`src/rtl/wb_slave_mux_pkg.sv`:
```
// wb_slave_mux_pkg: shared types and constants for the user-area Wishbone fabric.
package wb_slave_mux_pkg;

  typedef enum logic [2:0] {
    ST_IDLE = 3'd0,
    ST_FWD  = 3'd1,
    ST_CSR  = 3'd2,
    ST_ERR  = 3'd3,
    ST_RESP = 3'd4
  } state_e;

  localparam logic [1:0] CSR_STATUS   = 2'd0;
  localparam logic [1:0] CSR_IRQ_MASK = 2'd1;
  localparam logic [1:0] CSR_IRQ_PEND = 2'd2;

  localparam logic [31:0] ERR_DATA_DEFAULT = 32'hDEAD_BEEF;

  // Ceiling log2, usable in constant expressions.
  function automatic int clog2(input int value);
    int r;
    r = 0;
    while ((1 << r) < value) r = r + 1;
    return r;
  endfunction

endpackage

```
`src/rtl/wb_slave_mux_csr.sv`:
```
// wb_slave_mux_csr: fault STATUS counters, IRQ mask/pending and the user IRQ outputs.
module wb_slave_mux_csr
  import wb_slave_mux_pkg::*;
#(
  parameter int NUM_SLAVES = 4
) (
  input  logic                  wb_clk_i,
  input  logic                  wb_rst_n_i,
  input  logic                  wr_en_i,
  input  logic [1:0]            off_i,
  input  logic [NUM_SLAVES-1:0] mask_wdat_i,
  input  logic                  err_evt_i,
  input  logic                  to_evt_i,
  input  logic [7:0]            fault_idx_i,
  input  logic [NUM_SLAVES-1:0] irq_i,
  output logic [31:0]           rdat_o,
  output logic [2:0]            user_irq_o
);

  logic [7:0]            err_cnt_q;
  logic [7:0]            to_cnt_q;
  logic [7:0]            last_idx_q;
  logic                  sticky_q;
  logic [NUM_SLAVES-1:0] mask_q;
  logic                  irq_q;

  // Fault bookkeeping, mask register and registered IRQ summary.
  always_ff @(posedge wb_clk_i or negedge wb_rst_n_i) begin
    if (!wb_rst_n_i) begin
      err_cnt_q  <= '0;
      to_cnt_q   <= '0;
      last_idx_q <= '0;
      sticky_q   <= 1'b0;
      mask_q     <= '0;
      irq_q      <= 1'b0;
    end else begin
      irq_q <= |(irq_i & mask_q);
      if (wr_en_i && off_i == CSR_STATUS) begin
        err_cnt_q  <= '0;
        to_cnt_q   <= '0;
        last_idx_q <= '0;
        sticky_q   <= 1'b0;
      end else if (err_evt_i || to_evt_i) begin
        if (err_evt_i && err_cnt_q != 8'hFF) err_cnt_q <= err_cnt_q + 8'd1;
        if (to_evt_i && to_cnt_q != 8'hFF) to_cnt_q <= to_cnt_q + 8'd1;
        last_idx_q <= fault_idx_i;
        sticky_q   <= 1'b1;
      end
      if (wr_en_i && off_i == CSR_IRQ_MASK) mask_q <= mask_wdat_i;
    end
  end

  // Read mux over the CSR window.
  always_comb begin
    rdat_o = '0;
    case (off_i)
      CSR_STATUS:   rdat_o = {sticky_q, 7'd0, last_idx_q, to_cnt_q, err_cnt_q};
      CSR_IRQ_MASK: rdat_o = 32'(mask_q);
      CSR_IRQ_PEND: rdat_o = 32'(irq_i & mask_q);
      default:      rdat_o = '0;
    endcase
  end

  assign user_irq_o = {1'b0, sticky_q, irq_q};

endmodule

```
`src/rtl/wb_slave_mux.sv`:
```
// wb_slave_mux: user-area Wishbone fabric, NUM_SLAVES slave windows plus one CSR window.
// Optional ack timeout in FWD is enabled by defining WB_SLAVE_MUX_TIMEOUT_EN.
//
// state | meaning
// IDLE  | waiting for master cyc&stb
// FWD   | request forwarded to selected slave, waiting for its ack
// CSR   | one-cycle access to the built-in CSR window
// ERR   | decode error, fault recorded
// RESP  | one-cycle ack to the master with read data
module wb_slave_mux
  import wb_slave_mux_pkg::*;
#(
  parameter int          NUM_SLAVES     = 4,
  parameter logic [31:0] BASE_ADDR      = 32'h3000_0000,
  parameter int          SLOT_BITS      = 16,
  parameter int          TIMEOUT_CYCLES = 255,
  parameter logic [31:0] ERR_DATA       = ERR_DATA_DEFAULT
) (
  input  logic                     wb_clk_i,
  input  logic                     wb_rst_n_i,
  input  logic                     wbs_cyc_i,
  input  logic                     wbs_stb_i,
  input  logic                     wbs_we_i,
  input  logic [3:0]               wbs_sel_i,
  input  logic [31:0]              wbs_adr_i,
  input  logic [31:0]              wbs_dat_i,
  output logic                     wbs_ack_o,
  output logic [31:0]              wbs_dat_o,
  output logic [NUM_SLAVES-1:0]    s_cyc_o,
  output logic [NUM_SLAVES-1:0]    s_stb_o,
  output logic                     s_we_o,
  output logic [3:0]               s_sel_o,
  output logic [SLOT_BITS-1:0]     s_adr_o,
  output logic [31:0]              s_dat_o,
  input  logic [32*NUM_SLAVES-1:0] s_dat_i,
  input  logic [NUM_SLAVES-1:0]    s_ack_i,
  input  logic [NUM_SLAVES-1:0]    s_irq_i,
  output logic [2:0]               user_irq_o
);

  localparam int IDX_W  = clog2(NUM_SLAVES + 1);
  localparam int HI_LSB = SLOT_BITS + IDX_W;
  localparam logic [IDX_W-1:0] CSR_IDX = IDX_W'(NUM_SLAVES);

  state_e                state_q;
  logic [IDX_W-1:0]      idx_q;
  logic [SLOT_BITS-1:0]  adr_q;
  logic                  we_q;
  logic [3:0]            sel_q;
  logic [31:0]           wdat_q;
  logic [NUM_SLAVES-1:0] s_cyc_q;
  logic [NUM_SLAVES-1:0] s_stb_q;
  logic                  ack_q;
  logic [31:0]           rdat_q;

  logic [IDX_W-1:0]      req_idx;
  logic                  base_hit;
  logic [NUM_SLAVES-1:0] req_onehot;
  logic [31:0]           slave_rdat;
  logic                  sel_ack;
  logic                  to_fire;
  logic                  to_take;
  logic [31:0]           csr_rdat;

  assign req_idx  = wbs_adr_i[HI_LSB-1:SLOT_BITS];
  assign base_hit = (wbs_adr_i[31:HI_LSB] == BASE_ADDR[31:HI_LSB]);
  // s_stb_q is one-hot on the selected slot, so it masks out acks from other slots.
  assign sel_ack  = |(s_ack_i & s_stb_q);
  assign to_take  = (state_q == ST_FWD) && wbs_cyc_i && !sel_ack && to_fire;

  // Window one-hot decode and read data of the slot currently strobed.
  always_comb begin
    req_onehot = '0;
    slave_rdat = '0;
    for (int i = 0; i < NUM_SLAVES; i++) begin
      req_onehot[i] = (req_idx == IDX_W'(i));
      if (s_stb_q[i]) slave_rdat = s_dat_i[32*i +: 32];
    end
  end

`ifdef WB_SLAVE_MUX_TIMEOUT_EN
  localparam logic [15:0] TO_LOAD = 16'(TIMEOUT_CYCLES - 1);
  logic [15:0] to_cnt_q;

  assign to_fire = (state_q == ST_FWD) && (to_cnt_q == '0);

  // Ack timeout down-counter, reloaded while idle and counting only in FWD.
  always_ff @(posedge wb_clk_i or negedge wb_rst_n_i) begin
    if (!wb_rst_n_i) begin
      to_cnt_q <= '0;
    end else if (state_q == ST_IDLE) begin
      to_cnt_q <= TO_LOAD;
    end else if (state_q == ST_FWD && to_cnt_q != '0) begin
      to_cnt_q <= to_cnt_q - 16'd1;
    end
  end
`else
  // No timeout: FWD waits for the slave forever (a negative timeout is not a valid setting).
  assign to_fire = (TIMEOUT_CYCLES < 0);
`endif

  // Main request/response FSM with registered slave-side and master-side outputs.
  always_ff @(posedge wb_clk_i or negedge wb_rst_n_i) begin
    if (!wb_rst_n_i) begin
      state_q <= ST_IDLE;
      idx_q   <= '0;
      adr_q   <= '0;
      we_q    <= 1'b0;
      sel_q   <= '0;
      wdat_q  <= '0;
      s_cyc_q <= '0;
      s_stb_q <= '0;
      ack_q   <= 1'b0;
      rdat_q  <= '0;
    end else begin
      case (state_q)
        ST_IDLE: begin
          if (wbs_cyc_i && wbs_stb_i) begin
            idx_q  <= req_idx;
            adr_q  <= wbs_adr_i[SLOT_BITS-1:0];
            we_q   <= wbs_we_i;
            sel_q  <= wbs_sel_i;
            wdat_q <= wbs_dat_i;
            if (!base_hit || req_idx > CSR_IDX) begin
              state_q <= ST_ERR;
            end else if (req_idx == CSR_IDX) begin
              state_q <= ST_CSR;
            end else begin
              state_q <= ST_FWD;
              s_cyc_q <= req_onehot;
              s_stb_q <= req_onehot;
            end
          end
        end
        ST_FWD: begin
          if (!wbs_cyc_i) begin
            s_cyc_q <= '0;
            s_stb_q <= '0;
            state_q <= ST_IDLE;
          end else if (sel_ack) begin
            s_cyc_q <= '0;
            s_stb_q <= '0;
            rdat_q  <= slave_rdat;
            ack_q   <= 1'b1;
            state_q <= ST_RESP;
          end else if (to_take) begin
            s_cyc_q <= '0;
            s_stb_q <= '0;
            rdat_q  <= ERR_DATA;
            ack_q   <= 1'b1;
            state_q <= ST_RESP;
          end
        end
        ST_CSR: begin
          rdat_q  <= csr_rdat;
          ack_q   <= 1'b1;
          state_q <= ST_RESP;
        end
        ST_ERR: begin
          rdat_q  <= ERR_DATA;
          ack_q   <= 1'b1;
          state_q <= ST_RESP;
        end
        ST_RESP: begin
          rdat_q  <= '0;
          ack_q   <= 1'b0;
          state_q <= ST_IDLE;
        end
        default: state_q <= ST_IDLE;
      endcase
    end
  end

  wb_slave_mux_csr #(
    .NUM_SLAVES(NUM_SLAVES)
  ) u_csr (
    .wb_clk_i    (wb_clk_i),
    .wb_rst_n_i  (wb_rst_n_i),
    .wr_en_i     ((state_q == ST_CSR) && we_q),
    .off_i       (adr_q[3:2]),
    .mask_wdat_i (wdat_q[NUM_SLAVES-1:0]),
    .err_evt_i   (state_q == ST_ERR),
    .to_evt_i    (to_take),
    .fault_idx_i (8'(idx_q)),
    .irq_i       (s_irq_i),
    .rdat_o      (csr_rdat),
    .user_irq_o  (user_irq_o)
  );

  assign wbs_ack_o = ack_q;
  assign wbs_dat_o = rdat_q;
  assign s_cyc_o   = s_cyc_q;
  assign s_stb_o   = s_stb_q;
  assign s_we_o    = we_q;
  assign s_sel_o   = sel_q;
  assign s_adr_o   = adr_q;
  assign s_dat_o   = wdat_q;

endmodule

```
`config.mk`:
```
export PLATFORM = sky130hd
export DESIGN_NAME = wb_slave_mux
export DESIGN_NICKNAME = d
export VERILOG_FILES = /design/src/rtl/wb_slave_mux_pkg.sv /design/src/rtl/wb_slave_mux_csr.sv /design/src/rtl/wb_slave_mux.sv
export SDC_FILE = /design/constraint.sdc
export NUM_CORES = 1
export LEC_CHECK = 0
export CELL_PAD_IN_SITES_DETAIL_PLACEMENT = 1
export CELL_PAD_IN_SITES_GLOBAL_PLACEMENT = 1
export CORE_MARGIN = 2
export CORE_UTILIZATION = 29
export DETAILED_ROUTE_END_ITERATION = 6
export PLACE_DENSITY_LB_ADDON = 0.1
export SYNTH_ARGS = -nofsm -noshare
export SYNTH_HDL_FRONTEND = slang
export SYNTH_HIERARCHICAL = 1
export SYNTH_SLANG_ARGS = --single-unit
export TNS_END_PERCENT = 20
```
`constraint.sdc`:
```
create_clock -name wb_clk_i -period 2.2 [get_ports wb_clk_i]
set_input_delay 0.33 -clock wb_clk_i [delete_from_list [all_inputs] [get_ports wb_clk_i]]
set_output_delay 0.33 -clock wb_clk_i [all_outputs]
set_load 0.005 [all_outputs]
```
==> results.json <==
{
  "cts_num_sinks": 126,
  "critPathRequiredTime_ns": 1.87,
  "drt_iter0_markers": 321,
  "synth_edf_count": 0,
  "r2r_end": "u_csr/err_cnt_q[7]$_DFFE_PN0P_",
  "ys_seq_area_share_pct": 44.7,
  "drive_above_1_share_pct": 16.2,
  "final_cell_mix": "303 x clkdlybuf4s50_1, 125 x dfrtp_1, 87 x nor2_1",
  "area.growth.synth_to_final_pct": 56.3,
  "rows": 57,
  "track_usage_pct": 19.5,
  "maxCapViolCount": 0,
  "layout_commonest_cell": "clkdlybuf4s50_1",
  "grt_pass1_vias": 6844,
  "antenna_found_initial": 0,
  "ys_ff_latch": 126,
  "synth_cells": 700,
  "powerDensity_mw_per_mm2": 1200,
  "post-place-ws_ns": 0.220,
  "holdWs_ns": 0.424,
  "startpoint": "s_stb_o[3]$_DFFE_PN0P_",
  "grt_overflow": 0,
  "place_congestion": 0.790,
  "vias_per_cell": 4.91,
  "cts_resized": 0,
  "status": "complete, no violations",
  "clockBufferDepth": 2,
  "grt_max_degree": 65,
  "synthArstFlopShare_pct": 100,
  "drv_slew": 0,
  "hold_path_class": "in2async",
  "post_cts_buffers": 0,
  "antenna_left": 0,
  "start_kind": "flip-flop",
  "cp_max_fo": 15,
  "ios": 306,
  "dr.pass1.iters": 4,
  "fp.dieH_um": 160,
  "cp.arrival_ns": 1.74,
  "wirelength_um": 24700,
  "rrSetupSlack_ns": 0.27,
  "synthFlopType": "dfrtp_1",
  "hold_viol": 0,
  "io_buffers": 304,
  "rsz0062_at_grt": "false",
  "dieWidth_um": 160,
  "drc_errors": 0,
  "multi_input_area_mm2": 0.00343,
  "reg2reg_depth": 5,
  "setup_violations": 0,
  "period_minus_slack_ns": 2.07,
  "routedWlPerCell_um": 18.6,
  "core-area_mm2": 0.0241,
  "vdd_drop_max_v": 0.000557,
  "grt_pass1_wl_um": 39300,
  "power_mw": 13.3,
  "syn_avg_cell_area_um2": 10.1,
  "r2r-start": "state_q[1]$_DFFE_PN0P_",
  "p_leak_nw": 4.41,
  "fin_skew_ns": 0.00993,
  "cts_root_buf": "clkbuf_16",
  "numCtsBuffers": 17,
  "synth_warnings": 6,
  "setup_ws_ns": 0.134,
  "initial_utilization_pct": 29.3,
  "min_period_over_period_pct": 93.9,
  "cts_tree": "done",
  "h-tree-depth": 4,
  "fin_tns_setup_ns": 0,
  "utilization_pct": 45.7,
  "die_area_mm2": 0.0256,
  "num_vias": 6520,
  "cp-end-kind": "primary output",
  "max_slew_margin_pct": 64.9,
  "diodes": 0,
  "fmax_mhz": 484,
  "syn_area_mm2": 0.00705,
  "worstSetupPathType": "reg2out",
  "seqCellArea_mm2": 0.00315,
  "clock_latency_ns": 0.43,
  "clk_pin_slew_worst_paths_ns": 0.06,
  "tightestPinTransition_ns": 0.524,
  "synth.distinct_cells": 61,
  "place_hpwl_um": 18400,
  "fillers": 2712,
  "fin_nets": 1203
}
metal layers:
layer / up-vias / global-route usage, % / part of all wire (%) / wire [µm]
met1: 3167 / 26.7 / 47 / 11700
li1: 3093 / - / - / -
met4: 0 / 5.00 / 0.93 / 229
met2: 244 / 30.2 / 44 / 10900
met5: - / 0 / 0 / 0
met3: 16 / 5.66 / 7.4 / 1840
final cells by class:
type | instances | share of cell area [%]
repair buffers | 329 | 30.2
multi-input cells | 490 | 31.2
clock buffers | 19 | 4.11
well taps | 324 | 3.68
clock inverters | 13 | 1.26
inverters | 28 | 0.953
flip-flops and latches | 126 | 28.6
synthesized netlist by cell type (7+ instances only):
| cell type | number | area share, % |
|---|---|---|
| a21oi_1 | 75 | 5.3 |
| a221o_1 | 7 | 0.99 |
| a221oi_1 | 27 | 3.4 |
| a221oi_2 | 19 | 4.0 |
| a32oi_1 | 8 | 0.99 |
| and2_1 | 18 | 1.6 |
| buf_2 | 18 | 1.3 |
| buf_4 | 21 | 2.2 |
| buf_6 | 7 | 1.1 |
| clkbuf_1 | 21 | 1.1 |
| dfrtp_1 | 126 | 45 |
| inv_1 | 28 | 1.5 |
| mux2_2 | 42 | 6.7 |
| mux2_4 | 18 | 3.8 |
| mux2i_1 | 9 | 1.3 |
| nand2_1 | 39 | 2.1 |
| nand3_1 | 8 | 0.57 |
| nor2_1 | 87 | 4.6 |
| nor2b_1 | 9 | 0.80 |
| nor3_1 | 13 | 0.92 |
| o21ai_0 | 24 | 1.7 |
power by group:
part	switching, mW	internal [mW]	total (mW)
Combinational	2.75	3.61	6.36
Clock	1.12	1.73	2.84
Sequential	0.784	3.29	4.08
kinds of logic (layout without fill, tap and decap cells):
group | count (synthesis) | count (layout) | share of synthesized area (%)
compound gates | 198 | 198 | 21.3
fa+ha+maj | 2 | 2 | 0.355
buf+inv | 96 | 389 | 7.45
flops | 126 | 126 | 44.7
mux | 69 | 69 | 11.8
other cells | 2 | 14 | 0.106
simple gates | 207 | 207 | 14.3
critical path, cell delays in order, from the launching register on:
cell and delay [ns]:
dfrtp_1 0.51, buf_4 0.27, clkdlybuf4s50_1 0.54
timing repair:
item | 4_1_cts | 5_1_grt
endpoints found under the setup margin | 0 | 0
endpoints found under the hold margin | 41 | 0
hold buffers | 1 | 0
flip-flops by register name, summed over array words and instances (netlist names):
register and count:
s_dat_o 32, wbs_dat_o 32, s_adr_o 16, u_csr/err_cnt_q 8, u_csr/last_idx_q 8, u_csr/to_cnt_q 8
s_sel_o 4, s_stb_o 4, u_csr/mask_q 4, idx_q 3, state_q 3, s_we_o 1
u_csr/irq_q 1, u_csr/sticky_q 1, wbs_ack_o 1
worst max-delay path by stage:
stage	depth (start not counted)	slack, ns	to
floorplan	9	0.11	u_csr/err_cnt_q[0]$_DFFE_PN0P_
detailed placement	6	0.22	s_stb_o[0]$_DFFE_PN0P_
finish	2	0.13	s_stb_o[3]
global placement	5	0.24	s_stb_o[1]$_DFFE_PN0P_
global route	2	0.05	s_stb_o[3]
CTS	2	0.10	s_stb_o[3]
metrics by stage:
stage,std cells,instance area [µm²]
2_1_floorplan,712,7100
3_3_place_gp,1296,10400
3_5_place_dp,1296,10400
4_1_cts,1329,11000
5_1_grt,1329,11000
6_report,1329,11000
Note: power is estimated with default switching activity, not from simulation.
